`src/rtl/mem_fill_d1.sv`:
```
// Go/done fill engine: writes a (possibly ramped) value to a run of std_mem_d1 words, one write at a time.
// Optional read-back check of each written word is enabled by defining MEM_FILL_READBACK_EN.
module mem_fill_d1 #(
  parameter int                 WIDTH    = 32,
  parameter int                 SIZE     = 16,
  parameter int                 IDX_SIZE = 4,
  parameter logic [WIDTH-1:0]   STEP     = '0
) (
  input  logic                clk,
  input  logic                reset,
  input  logic                go,
  output logic                done,
  input  logic [IDX_SIZE-1:0] base,
  input  logic [IDX_SIZE:0]   count,
  input  logic [WIDTH-1:0]    fill_value,
  output logic                mismatch,
  output logic [IDX_SIZE-1:0] mem0_addr0,
  output logic [WIDTH-1:0]    mem0_write_data,
  output logic                mem0_write_en,
  output logic                mem0_clk,
  input  logic [WIDTH-1:0]    mem0_read_data,
  input  logic                mem0_done,
  output logic [1:0]          dbg_state
);

  // Handshake: each write is a one-cycle mem0_write_en; the next write is issued only after
  // mem0_done is observed in WAIT. go is sampled only in IDLE; done is a one-cycle pulse.
  typedef enum logic [1:0] {S_IDLE, S_WRITE, S_WAIT, S_DONE} state_t;

  localparam logic [IDX_SIZE-1:0] LAST_ADDR = IDX_SIZE'(SIZE - 1);

  state_t              r_state;
  state_t              w_state_nxt;
  logic [IDX_SIZE-1:0] r_addr;
  logic [WIDTH-1:0]    r_data;
  logic [IDX_SIZE:0]   r_remaining;
  logic                w_busy;
  logic                w_word_done;

  assign w_word_done = (r_state == S_WAIT) && mem0_done;

  always_ff @(posedge clk) begin
    if (reset) begin
      r_state     <= S_IDLE;
      r_addr      <= '0;
      r_data      <= '0;
      r_remaining <= '0;
    end else begin
      r_state <= w_state_nxt;
      if (r_state == S_IDLE && go) begin
        r_addr      <= base;
        r_data      <= fill_value;
        r_remaining <= count;
      end else if (w_word_done) begin
        r_remaining <= r_remaining - 1'b1;
        r_addr      <= (r_addr == LAST_ADDR) ? '0 : r_addr + 1'b1;
        r_data      <= r_data + STEP;
      end
    end
  end

  always_comb begin
    w_state_nxt = r_state;
    case (r_state)
      S_IDLE:  if (go) w_state_nxt = (count == '0) ? S_DONE : S_WRITE;
      S_WRITE: w_state_nxt = S_WAIT;
      // remaining is compared before its decrement, so 1 means this was the last word
      S_WAIT:  if (mem0_done) w_state_nxt = (r_remaining == (IDX_SIZE+1)'(1)) ? S_DONE : S_WRITE;
      S_DONE:  w_state_nxt = S_IDLE;
      default: w_state_nxt = S_IDLE;
    endcase
  end

  assign w_busy          = (r_state == S_WRITE) || (r_state == S_WAIT);
  assign mem0_addr0      = w_busy ? r_addr : '0;
  assign mem0_write_data = w_busy ? r_data : '0;
  assign mem0_write_en   = (r_state == S_WRITE);
  assign done            = (r_state == S_DONE);
  assign mem0_clk        = clk;
  assign dbg_state       = r_state;

`ifdef MEM_FILL_READBACK_EN
  logic r_mismatch;

  always_ff @(posedge clk) begin
    if (reset) begin
      r_mismatch <= 1'b0;
    end else if (r_state == S_IDLE && go) begin
      r_mismatch <= 1'b0;
    end else if (w_word_done && (mem0_read_data != r_data)) begin
      r_mismatch <= 1'b1;
    end
  end

  assign mismatch = r_mismatch;
`else
  logic w_unused_rd;
  assign w_unused_rd = ^mem0_read_data;
  assign mismatch    = 1'b0;
`endif

endmodule

```
`config.mk`:
```
export PLATFORM = sky130hd
export DESIGN_NAME = mem_fill_d1
export DESIGN_NICKNAME = d
export VERILOG_FILES = /design/src/rtl/mem_fill_d1.sv
export SDC_FILE = /design/constraint.sdc
export NUM_CORES = 1
export LEC_CHECK = 0
export CORE_ASPECT_RATIO = 2
export CORE_MARGIN = 4
export CORE_UTILIZATION = 30
export CTS_CLUSTER_DIAMETER = 200
export DETAILED_ROUTE_END_ITERATION = 10
export GPL_TIMING_DRIVEN = 0
export PLACE_DENSITY = 0.65
export SLEW_MARGIN = 10
export SYNTH_ARGS = -nofsm -noshare
export SYNTH_HDL_FRONTEND = slang
export SYNTH_SLANG_ARGS = --single-unit
```
`constraint.sdc`:
```
create_clock -name clk -period 2.81 [get_ports clk]
set_input_delay 0.4215 -clock clk [delete_from_list [all_inputs] [get_ports clk]]
set_output_delay 0.4215 -clock clk [all_outputs]
set_load 0.005 [all_outputs]
```
[Yosys cells after proc, flatten, opt, wreduce, memory -nomap -nowiden]
Index checks and enable logic that the tools add are counted.
Cells by class
  eq/ne operators: 7
  reduce and logical (&&, ||, !) cells: 7
  multiplexer cells: 13
  add/subtract/negate cells: 2
Operators by type and width (number)
  32-bit two-way mux: 2
  4-bit two-way mux: 4
  5-bit two-way mux: 2
  2-bit two-way mux: 4
  2-bit one-hot mux with 4 select lines: 1
  5-bit by 1-bit == test with 1-bit output (second input constant): 1
  5-bit zero test: 1
  5-bit by 1-bit subtractor with 5-bit output (second input constant): 1
  4-bit by 1-bit adder with 4-bit output (second input constant): 1
  2-bit == test (second input constant): 2
  4-bit == test (second input constant): 1
  2-bit inequality test (second input constant): 2
  2-bit by 1-bit == test with 1-bit output (second input constant): 1
  1-bit logical AND: 2
  2-bit zero test: 1
  2-bit AND reduction: 1
  2-bit nonzero test: 1
  1-bit logical OR: 1
Word-level totals
  flip-flop bits (word level): 43
  word-level logic and storage cells: 33
  input bits: 77
  output and inout port bits: 42

[Longest topological paths before layout]
Gate-level depths: netlist of run 1.
  depth after elaboration: 4
  mapped depth: 7

==> impl_metrics.env, run 1 <==
export IMPL_run_status="completed"
export IMPL_port_buffers=84
export IMPL_final_fill_count=690
export IMPL_share_of_layout_cells_above_drive_strength_1=0.05028
export IMPL_internal_reg_to_reg_setup_slack_ns=1.00
export IMPL_synth_warnings=0
export IMPL_worst_setup_path_end_kind="output port"
export IMPL_insertion_delay_ns=0.39
export IMPL_crit_reg2reg_launch="dbg_state[0]"
export IMPL_tritoncts="built"
export IMPL_critPathMaxFanout=2
export IMPL_crit_arrival_ns=2.20
export IMPL_maxSlewViolCount=0
export IMPL_hold_path_startpoint="r_data[2]"
export IMPL_setup_violations=0
export IMPL_stdcell_area_mm2=0.003231
export IMPL_cts_hold_buffers=0
export IMPL_synth_async_sr_flop_share=0
export IMPL_ant_diodes=0
export IMPL_synth_commonest_cells="sky130_fd_sc_hd__nand2_1, sky130_fd_sc_hd__dfxtp_1, sky130_fd_sc_hd__a21oi_1, sky130_fd_sc_hd__and2_1, sky130_fd_sc_hd__clkbuf_1"
export IMPL_vdd_ir_drop_max_uv=335.2
export IMPL_placement_cell_area_mm2=0.002980
export IMPL_postSynthRegisterBits=43
export IMPL_hold_end="r_data[2]"
export IMPL_final_hold_violations=0
export IMPL_most_repeated_cell_in_the_gate_level_netlist_after_synthesis="sky130_fd_sc_hd__nand2_1"
export IMPL_synthToLayoutAreaGrowth_pct=59.19
export IMPL_synth_main_ff_cell="sky130_fd_sc_hd__dfxtp_1"
export IMPL_first_pass_grt_wire_length_um=9715
export IMPL_initial_utilization=0.3065
export IMPL_final_antenna_net_count=0
export IMPL_routability_driven_placement_congestion_ratio=0.7889
export IMPL_cts_setup_buffers=0
export IMPL_grt_antenna_before_repair=0
export IMPL_synthDominantAreaCellType="sky130_fd_sc_hd__dfxtp_1"
export IMPL_final_setup_skew_ns=0.004443
export IMPL_placementRows=42
export IMPL_grt_pass1_vias=2118
export IMPL_core_area_mm2=0.006621
export IMPL_clkSlewWorstSetupHoldPaths_ns=0.06
export IMPL_rsz0062_at_grt="false"
export IMPL_drv_max_cap_violation_count=0
export IMPL_dp_hpwl_um=4591
export IMPL_share_of_yosys_cell_area_claimed_by_the_top_area_cell_type=0.4242
export IMPL_drc=0
export IMPL_final_routed_wirelength_um=5952
export IMPL_timing_reg2reg_worst_path_depth=6
export IMPL_drt_vias_per_instance=4.547
export IMPL_class_of_the_worst_hold_path="reg2reg"
export IMPL_yosysUniqueCellTypes=30
export IMPL_postSynthAreaPerCell_um2=7.717
export IMPL_drtIter0Drc=82
export IMPL_synth_fp_nets=348
export IMPL_drt_pre_antenna_iters=4
export IMPL_fp_dieH_um=124.3
export IMPL_cellLeakagePower_nw=1.218
export IMPL_maximum_number_of_pins_on_one_net_before_global_route_repair=13
export IMPL_worst_r2r_endpoint="r_remaining[3]"
export IMPL_synth_cell_area_mm2=0.002029
export IMPL_hold_path_cell_count=2
export IMPL_finalSetupTns_ns=0
export IMPL_crit_type="clk2out"
export IMPL_die_w_um=66.16
export IMPL_floorplan_die_area_mm2=0.008225
export IMPL_synth_edff_count=0
export IMPL_design_portCount=119
export IMPL_num_vias=2028
export IMPL_critPathLaunchType="clock port"
export IMPL_cp_data_required_time_ns=2.39
export IMPL_gr_total_overflow=0
export IMPL_cellPowerDensity_mw_per_mm2=752.3
export IMPL_grt_use_total=0.1526
export IMPL_ys_seq_area_frac=0.4242
export IMPL_synth_top_cells_by_area="sky130_fd_sc_hd__dfxtp_1, sky130_fd_sc_hd__nand2_1, sky130_fd_sc_hd__and2_1"
export IMPL_syn_instance_count=263
export IMPL_nets=442
export IMPL_wire_per_inst_um=13.35
area by class of cell:
| cell class | instances | area [um2] | area share |
|---|---|---|---|
| timing repair buffer | 83 | 830.8 | 0.2572 |
| inverter | 4 | 15.01 | 0.004648 |
| clock buffer | 12 | 241.5 | 0.07475 |
| multi-input combinational | 197 | 1085 | 0.3358 |
| sequential | 43 | 860.8 | 0.2665 |
| tap | 88 | 110.1 | 0.03408 |
| buffer | 19 | 87.58 | 0.02711 |
layout by cell type (no fill, tap or decap):
cell type / count
sky130_fd_sc_hd__a211oi_1: 4
sky130_fd_sc_hd__a21oi_1: 38
sky130_fd_sc_hd__a311o_1: 1
sky130_fd_sc_hd__a311oi_1: 4
sky130_fd_sc_hd__a31oi_1: 1
sky130_fd_sc_hd__and2_1: 38
sky130_fd_sc_hd__and3_1: 2
sky130_fd_sc_hd__buf_2: 3
sky130_fd_sc_hd__buf_4: 2
sky130_fd_sc_hd__clkbuf_1: 13
sky130_fd_sc_hd__clkbuf_16: 8
sky130_fd_sc_hd__clkbuf_2: 1
sky130_fd_sc_hd__clkbuf_4: 1
sky130_fd_sc_hd__clkbuf_8: 2
sky130_fd_sc_hd__clkdlybuf4s50_1: 84
sky130_fd_sc_hd__conb_1: 1
sky130_fd_sc_hd__dfxtp_1: 43
sky130_fd_sc_hd__ha_1: 7
sky130_fd_sc_hd__ha_4: 1
sky130_fd_sc_hd__inv_1: 4
sky130_fd_sc_hd__nand2_1: 68
sky130_fd_sc_hd__nand2b_1: 2
sky130_fd_sc_hd__nand3_1: 4
sky130_fd_sc_hd__nand3b_1: 1
sky130_fd_sc_hd__nor2_1: 9
sky130_fd_sc_hd__nor2b_1: 1
sky130_fd_sc_hd__nor4_1: 1
sky130_fd_sc_hd__nor4bb_1: 1
sky130_fd_sc_hd__o21a_1: 1
sky130_fd_sc_hd__o21ai_0: 1
sky130_fd_sc_hd__o22ai_1: 1
sky130_fd_sc_hd__o31ai_1: 1
sky130_fd_sc_hd__or3_1: 3
sky130_fd_sc_hd__or4_1: 2
sky130_fd_sc_hd__xnor2_1: 1
sky130_fd_sc_hd__xor2_1: 3
through the flow:
step | worst slack, ns | hold slack (ns) | util | power, W | std cells
floorplan | 0.8728 | 0.4317 | - | 0.001223 | 263
global route | 0.09006 | 0.4679 | 0.4879 | 0.002619 | 446
CTS | 0.02269 | 0.4506 | 0.4856 | 0.002451 | 446
detailed placement | 0.3238 | 0.4441 | 0.4501 | 0.001621 | 435
finish | 0.1914 | 0.4491 | 0.4879 | 0.002430 | 446
global placement | 0.3691 | 0.4368 | 0.4501 | 0.001605 | 435
repair_timing:
item | CTS | global route
hold endpoints to repair | 0 | 0
setup endpoints to repair | 30 | 30
gates resized for setup | 3 | 5
worst max-delay path by stage:
stage / start / endpoint / slack, ns / cells past startpoint
CTS: dbg_state[0] / mem0_write_data[5] / 0.02 / 5
finish: clk / mem0_clk / 0.19 / 4
floorplan: clk / mem0_clk / 0.87 / 1
global route: dbg_state[0] / mem0_write_data[5] / 0.09 / 5
detailed placement: dbg_state[0] / mem0_write_data[5] / 0.32 / 5
global placement: dbg_state[0] / mem0_write_data[11] / 0.37 / 5
power by group:
| part | total, W | switching (W) | internal [W] |
|---|---|---|---|
| combinational | 0.000794 | 0.000400 | 0.000393 |
| clock | 0.000858 | 0.000258 | 0.000600 |
| sequential | 0.000778 | 0.0000663 | 0.000712 |
| total | 0.00243 | 0.000725 | 0.00171 |
sequential cells by signal, indices dropped and copies added (netlist names):
| register | cells |
|---|---|
| r_data | 32 |
| dbg_state | 2 |
| r_remaining | 5 |
| r_addr | 4 |
metal layers:
metal,track usage,share of wire
met5,0,0
met1,0.1508,0.37
met4,0.07186,0.016
met3,0.04061,0.035
met2,0.2794,0.58
worst max-delay path: stages:
cell                              delay [ns]
sky130_fd_sc_hd__clkbuf_16              0.12
sky130_fd_sc_hd__clkbuf_16              0.12
sky130_fd_sc_hd__buf_4                  0.11
sky130_fd_sc_hd__clkdlybuf4s50_1        0.43
cell families (layout without fill, tap and decap cells):
kind of cell               count (synthesis)  in the layout  synth area share
other                                      1              1          0.001848
buffers and inverters                     23            118           0.04747
AOI/OAI and AO/OA                         52             52            0.1467
and+or+nand+nor                          132            132            0.3132
DFF                                       43             43            0.4242
adders and majority gates                  8              8           0.04932
xor gates and xnor gates                   4              4           0.01727
Power figures use the tool's default switching activity.
==> run 2: changes to the inputs <==
--- a/config.mk
+++ b/config.mk
@@ -10,8 +10,9 @@
 export CORE_UTILIZATION = 30
 export CTS_CLUSTER_DIAMETER = 200
 export DETAILED_ROUTE_END_ITERATION = 10
-export GPL_TIMING_DRIVEN = 0
+export GPL_TIMING_DRIVEN = 1
 export PLACE_DENSITY = 0.65
+export REMOVE_ABC_BUFFERS = 1
 export SLEW_MARGIN = 10
 export SYNTH_ARGS = -nofsm -noshare
 export SYNTH_HDL_FRONTEND = slang
==> run 2 against run 1 <==
Die area did not move; hold slack got worse by 0.0023 ns; global-route usage fell by 0.55 points; via count rose by 1.3%; worst setup slack got worse by 0.029 ns; non-clock buffer count fell by 12; sequential share of layout area rose by 0.23 points; largest power group unchanged; cell area fell by 0.85%; register-to-register slack got worse by 0.08 ns.
==> impl_metrics.env, run 2 (synthesized netlist as in run 1, its figures left out) <==
export IMPL_worst_r2r_endpoint="r_remaining[3]"
export IMPL_maximum_number_of_pins_on_one_net_before_global_route_repair=44
export IMPL_power_share_switching=0.2958
export IMPL_internal_power_w=0.001728
export IMPL_placementRows=42
export IMPL_detailedPlace_worstSlack_ns=0.5699
export IMPL_grt_pass1_vias=1990
export IMPL_area_of_combinational_cells_with_multiple_inputs_mm2=0.001072
export IMPL_hold_path_startpoint="r_data[23]"
export IMPL_crit_arrival_ns=2.23
export IMPL_hold_end="r_data[23]"
export IMPL_floorplan_die_area_mm2=0.008225
export IMPL_vdd_ir_drop_max_uv=577.1
export IMPL_stdcell_area_mm2=0.003203
export IMPL_drc=0
export IMPL_final_hold_violations=0
export IMPL_drt_vias_per_instance=4.733
export IMPL_run_status="completed"
export IMPL_share_of_layout_cells_above_drive_strength_1=0.04913
export IMPL_placement_cell_area_mm2=0.002954
export IMPL_clkSlewWorstSetupHoldPaths_ns=0.06
export IMPL_design_portCount=119
export IMPL_cellPowerDensity_mw_per_mm2=766.3
export IMPL_largest_register_ffs=32
export IMPL_rsz0062_at_grt="false"
export IMPL_finalCritPeriodShare=0.9422
export IMPL_initial_utilization=0.3065
export IMPL_postLayoutCoreUtil=0.4837
export IMPL_share_seq_of_total_power=0.318
export IMPL_cp_data_required_time_ns=2.39
export IMPL_num_vias=2054
export IMPL_routability_driven_placement_congestion_ratio=0.7688
export IMPL_fp_dieH_um=124.3
export IMPL_first_pass_grt_wire_length_um=9328
export IMPL_nets=430
export IMPL_clkPwrFrac=0.372
export IMPL_max_flop_register="r_data"
export IMPL_final_routed_wirelength_um=5855
export IMPL_crit_reg2reg_launch="dbg_state[1]"
export IMPL_timing_reg2reg_worst_path_depth=6
export IMPL_final_fill_count=682
export IMPL_ant_diodes=0
export IMPL_port_buffers=85
export IMPL_critPathLaunchType="register"
export IMPL_postCtsResizedCells=0
export IMPL_class_of_the_worst_hold_path="reg2reg"
export IMPL_switchingPower_w=0.0007261
export IMPL_most_frequent_cells_in_the_layout="sky130_fd_sc_hd__clkdlybuf4s50_1, sky130_fd_sc_hd__nand2_1, sky130_fd_sc_hd__dfxtp_1"
export IMPL_critPathMaxFanout=36
export IMPL_p_comb_frac=0.310
export IMPL_maxSlewViolCount=0
export IMPL_grt_antenna_before_repair=0
export IMPL_cts_setup_buffers=0
export IMPL_layout_area_seq_um2=860.8
export IMPL_drt_pre_antenna_iters=4
export IMPL_setup_violations=0
export IMPL_core_area_mm2=0.006621
export IMPL_final_setup_skew_ns=0.002521
export IMPL_synthToLayoutAreaGrowth_pct=57.83
export IMPL_drv_max_cap_violation_count=0
export IMPL_worst_setup_path_end_kind="output port"
export IMPL_cellLeakagePower_nw=1.212
export IMPL_insertion_delay_ns=0.39
export IMPL_internal_reg_to_reg_setup_slack_ns=0.92
export IMPL_gr_total_overflow=0
export IMPL_timing_final_crit_period_ns=2.648
export IMPL_crit_type="reg2out"
export IMPL_final_antenna_net_count=0
export IMPL_total_power_w=0.002454
export IMPL_grt_use_total=0.1471
export IMPL_tritoncts="built"
export IMPL_max_clock_freq_mhz=377.7
export IMPL_wire_per_inst_um=13.49
export IMPL_reg_largest_list="r_data: 32 flops, r_remaining: 5 flops, r_addr: 4 flops"
export IMPL_cts_hold_buffers=0
export IMPL_dp_hpwl_um=4303
export IMPL_most_common_library_cell_in_the_layout_ignoring_fill_and_taps="sky130_fd_sc_hd__clkdlybuf4s50_1"
export IMPL_finalSetupTns_ns=0
export IMPL_timing_final_ws_setup_ns=0.1625
export IMPL_hold_path_cell_count=2
export IMPL_drtIter0Drc=73
export IMPL_die_w_um=66.16
-- run 2: routing by layer --
layer / GRT usage / vias up / part of all wire / routed length, um
li1: - / 1024 / - / -
met1: 0.1398 / 967 / 0.35 / 2033
met2: 0.2783 / 54 / 0.59 / 3445
met3: 0.02888 / 9 / 0.042 / 245
met4: 0.07665 / 0 / 0.022 / 130
met5: 0 / - / 0 / 0
-- run 2: per-stage QoR --
| stage | hold slack, ns | std cells |
|---|---|---|
| after floorplan | 0.4215 | 244 |
| after global placement | 0.4371 | 423 |
| after detailed placement | 0.4430 | 423 |
| after CTS | 0.4513 | 434 |
| after global routing | 0.4716 | 434 |
| final | 0.4468 | 434 |
-- run 2: layout make-up --
class / count / area share
multi-input combinational: 197 / 0.3348
clock buffer: 10 / 0.06992
inverter: 4 / 0.004688
sequential: 43 / 0.2688
timing repair buffer: 90 / 0.2766
tap: 88 / 0.03438
clock inverter: 2 / 0.01094
-- run 2: worst max-delay path by stage --
stage | cells after the start | startpoint | slack, ns | end
after floorplan | 5 | dbg_state[0] | 0.95 | r_addr[3]
after global placement | 1 | clk | 0.57 | mem0_clk
after detailed placement | 1 | clk | 0.57 | mem0_clk
after CTS | 5 | dbg_state[1] | 0.15 | mem0_write_data[6]
after global routing | 5 | dbg_state[1] | 0.03 | mem0_write_data[6]
final | 5 | dbg_state[1] | 0.16 | mem0_write_data[6]
-- run 2: critical path: stages (launching register included) --
cell and delay (ns):
sky130_fd_sc_hd__dfxtp_1 0.42, sky130_fd_sc_hd__inv_1 0.11, sky130_fd_sc_hd__ha_1 0.29, sky130_fd_sc_hd__buf_4 0.29, sky130_fd_sc_hd__and2_1 0.18, sky130_fd_sc_hd__clkdlybuf4s50_1 0.53
-- run 2: power by group through the flow --
stage	clock network [W]	logic [W]	registers, W
after global routing	0.000971	0.000851	0.000794
after global placement	0.0000300	0.000757	0.000787
after floorplan	0	0.000386	0.000775
after CTS	0.000942	0.000773	0.000780
after detailed placement	0.0000300	0.000764	0.000793
final	0.000913	0.000762	0.000780
==> run 3: changes to the inputs <==
--- a/config.mk
+++ b/config.mk
@@ -5,12 +5,14 @@
 export SDC_FILE = /design/constraint.sdc
 export NUM_CORES = 1
 export LEC_CHECK = 0
+export CAP_MARGIN = 20
 export CORE_ASPECT_RATIO = 2
 export CORE_MARGIN = 4
 export CORE_UTILIZATION = 30
 export CTS_CLUSTER_DIAMETER = 200
 export DETAILED_ROUTE_END_ITERATION = 10
 export GPL_TIMING_DRIVEN = 1
+export MAX_ROUTING_LAYER = met4
 export PLACE_DENSITY = 0.65
 export REMOVE_ABC_BUFFERS = 1
 export SLEW_MARGIN = 10
==> run 3 against run 2 <==
Cell count did not move; non-clock buffer count unchanged; routed wire length about the same; cell area stayed put; critical endpoint unchanged; largest cell class unchanged.
==> impl_metrics.env, run 3 (synthesized netlist as in run 1, its figures left out) <==
export IMPL_placementRows=42
export IMPL_worst_setup_path_end_kind="output port"
export IMPL_dp_hpwl_um=4303
export IMPL_port_buffers=85
export IMPL_grt_pass1_vias=1983
export IMPL_core_area_mm2=0.006621
export IMPL_drt_vias_per_instance=4.765
export IMPL_num_vias=2068
export IMPL_hold_path_startpoint="r_data[23]"
export IMPL_final_hold_violations=0
export IMPL_floorplan_die_area_mm2=0.008225
export IMPL_routability_driven_placement_congestion_ratio=0.7792
export IMPL_rsz0062_at_grt="false"
export IMPL_max_flop_register="r_data"
export IMPL_cellPowerDensity_mw_per_mm2=766.4
export IMPL_whs_ns=0.4474
export IMPL_postCtsResizedCells=0
export IMPL_critical_path_max_stage_delay_ns=0.53
export IMPL_finalCritPeriodShare=0.9412
export IMPL_drtIter0Drc=79
export IMPL_critPathTopFamily="buffers and inverters"
export IMPL_most_common_library_cell_in_the_layout_ignoring_fill_and_taps="sky130_fd_sc_hd__clkdlybuf4s50_1"
export IMPL_final_setup_skew_ns=0.002767
export IMPL_largest_register_ffs=32
export IMPL_dp_cells=423
export IMPL_most_frequent_cells_in_the_layout="sky130_fd_sc_hd__clkdlybuf4s50_1, sky130_fd_sc_hd__nand2_1, sky130_fd_sc_hd__dfxtp_1"
export IMPL_crit_type="reg2out"
export IMPL_tritoncts="built"
export IMPL_reg_largest_list="r_data: 32 flops, r_remaining: 5 flops, r_addr: 4 flops"
export IMPL_class_of_the_worst_hold_path="reg2reg"
export IMPL_critPathLaunchType="register"
export IMPL_hold_path_cell_count=2
export IMPL_setup_violations=0
export IMPL_crit_arrival_ns=2.22
export IMPL_share_of_layout_cells_above_drive_strength_1=0.04913
export IMPL_clkSlewWorstSetupHoldPaths_ns=0.06
export IMPL_crit_reg2reg_launch="dbg_state[1]"
export IMPL_ant_diodes=0
export IMPL_layoutNonFillerInstCount=434
export IMPL_initial_utilization=0.3065
export IMPL_drc=0
export IMPL_run_status="completed"
export IMPL_cts_hold_buffers=0
export IMPL_first_pass_grt_wire_length_um=9377
export IMPL_die_w_um=66.16
export IMPL_cp_data_required_time_ns=2.39
export IMPL_nets=430
export IMPL_timing_final_crit_period_ns=2.645
export IMPL_final_antenna_net_count=0
export IMPL_hold_end="r_data[23]"
export IMPL_drv_max_cap_violation_count=0
export IMPL_drt_pre_antenna_iters=4
export IMPL_crit_buf_inv=3
export IMPL_maximum_number_of_pins_on_one_net_before_global_route_repair=44
export IMPL_design_portCount=119
export IMPL_vdd_ir_drop_max_uv=575.2
export IMPL_cellLeakagePower_nw=1.212
export IMPL_final_routed_wirelength_um=5857
export IMPL_maxSlewViolCount=0
export IMPL_grt_use_total=0.1515
export IMPL_critPathMaxFanout=36
export IMPL_postLayoutCoreUtil=0.4837
export IMPL_detailedPlace_worstSlack_ns=0.5699
export IMPL_internal_reg_to_reg_setup_slack_ns=0.90
export IMPL_gr_total_overflow=0
export IMPL_cp_cell_sequence="inv_1 -> ha_1 -> buf_4 -> and2_1 -> clkdlybuf4s50_1"
export IMPL_max_clock_freq_mhz=378.1
export IMPL_fp_dieH_um=124.3
export IMPL_insertion_delay_ns=0.39
export IMPL_synthToLayoutAreaGrowth_pct=57.83
export IMPL_timing_final_ws_setup_ns=0.1653
export IMPL_cpMaxStageDelayCell="sky130_fd_sc_hd__clkdlybuf4s50_1"
export IMPL_worst_r2r_endpoint="r_remaining[3]"
export IMPL_wire_per_inst_um=13.50
export IMPL_grt_antenna_before_repair=0
export IMPL_timing_reg2reg_worst_path_depth=6
export IMPL_cts_setup_buffers=0
export IMPL_finalSetupTns_ns=0
## run 3: worst max-delay path by stage
stage / from / end / slack, ns / depth (start not counted)
after detailed placement: clk / mem0_clk / 0.57 / 1
after global routing: dbg_state[1] / mem0_write_data[6] / 0.03 / 5
after global placement: clk / mem0_clk / 0.57 / 1
after CTS: dbg_state[1] / mem0_write_data[6] / 0.15 / 5
final: dbg_state[1] / mem0_write_data[6] / 0.17 / 5
after floorplan: dbg_state[0] / r_addr[3] / 0.95 / 5
## run 3: per-layer routing
metal  share of wire  GRT usage
met1            0.36     0.1432
met2            0.59     0.2753
met3           0.037    0.03069
met4           0.019    0.07665
met5               0          -
## run 3: power breakdown
group | leakage, nW | switching, W | internal (W)
Sequential | 0.353 | 0.0000675 | 0.000712
Combinational | 0.731 | 0.000392 | 0.000369
Clock | 0.128 | 0.000267 | 0.000647
Total | 1.21 | 0.000727 | 0.00173
## run 3: final cells by class
cell class	instances	area [um2]
well taps	88	110.1
inverters	4	15.01
flip-flops and latches	43	860.8
multi-input cells	197	1072
clock buffers	10	224.0
fillers	682	3418
repair buffers	90	885.9
clock inverters	2	35.03
## run 3: stage by stage
stage	power, W	cell area [um2]
finish	0.002455	3203
CTS	0.002495	3203
global placement	0.001573	2954
floorplan	0.001161	1948
global route	0.002616	3203
detailed placement	0.001587	2954
## run 3: worst register-to-register path, cell delays in order (launching register included)
cell	delay, ns
sky130_fd_sc_hd__dfxtp_1	0.41
sky130_fd_sc_hd__inv_1	0.11
sky130_fd_sc_hd__ha_1	0.24
sky130_fd_sc_hd__nand2_1	0.39
sky130_fd_sc_hd__buf_4	0.35
sky130_fd_sc_hd__nor2_1	0.08
sky130_fd_sc_hd__a311oi_1	0.24
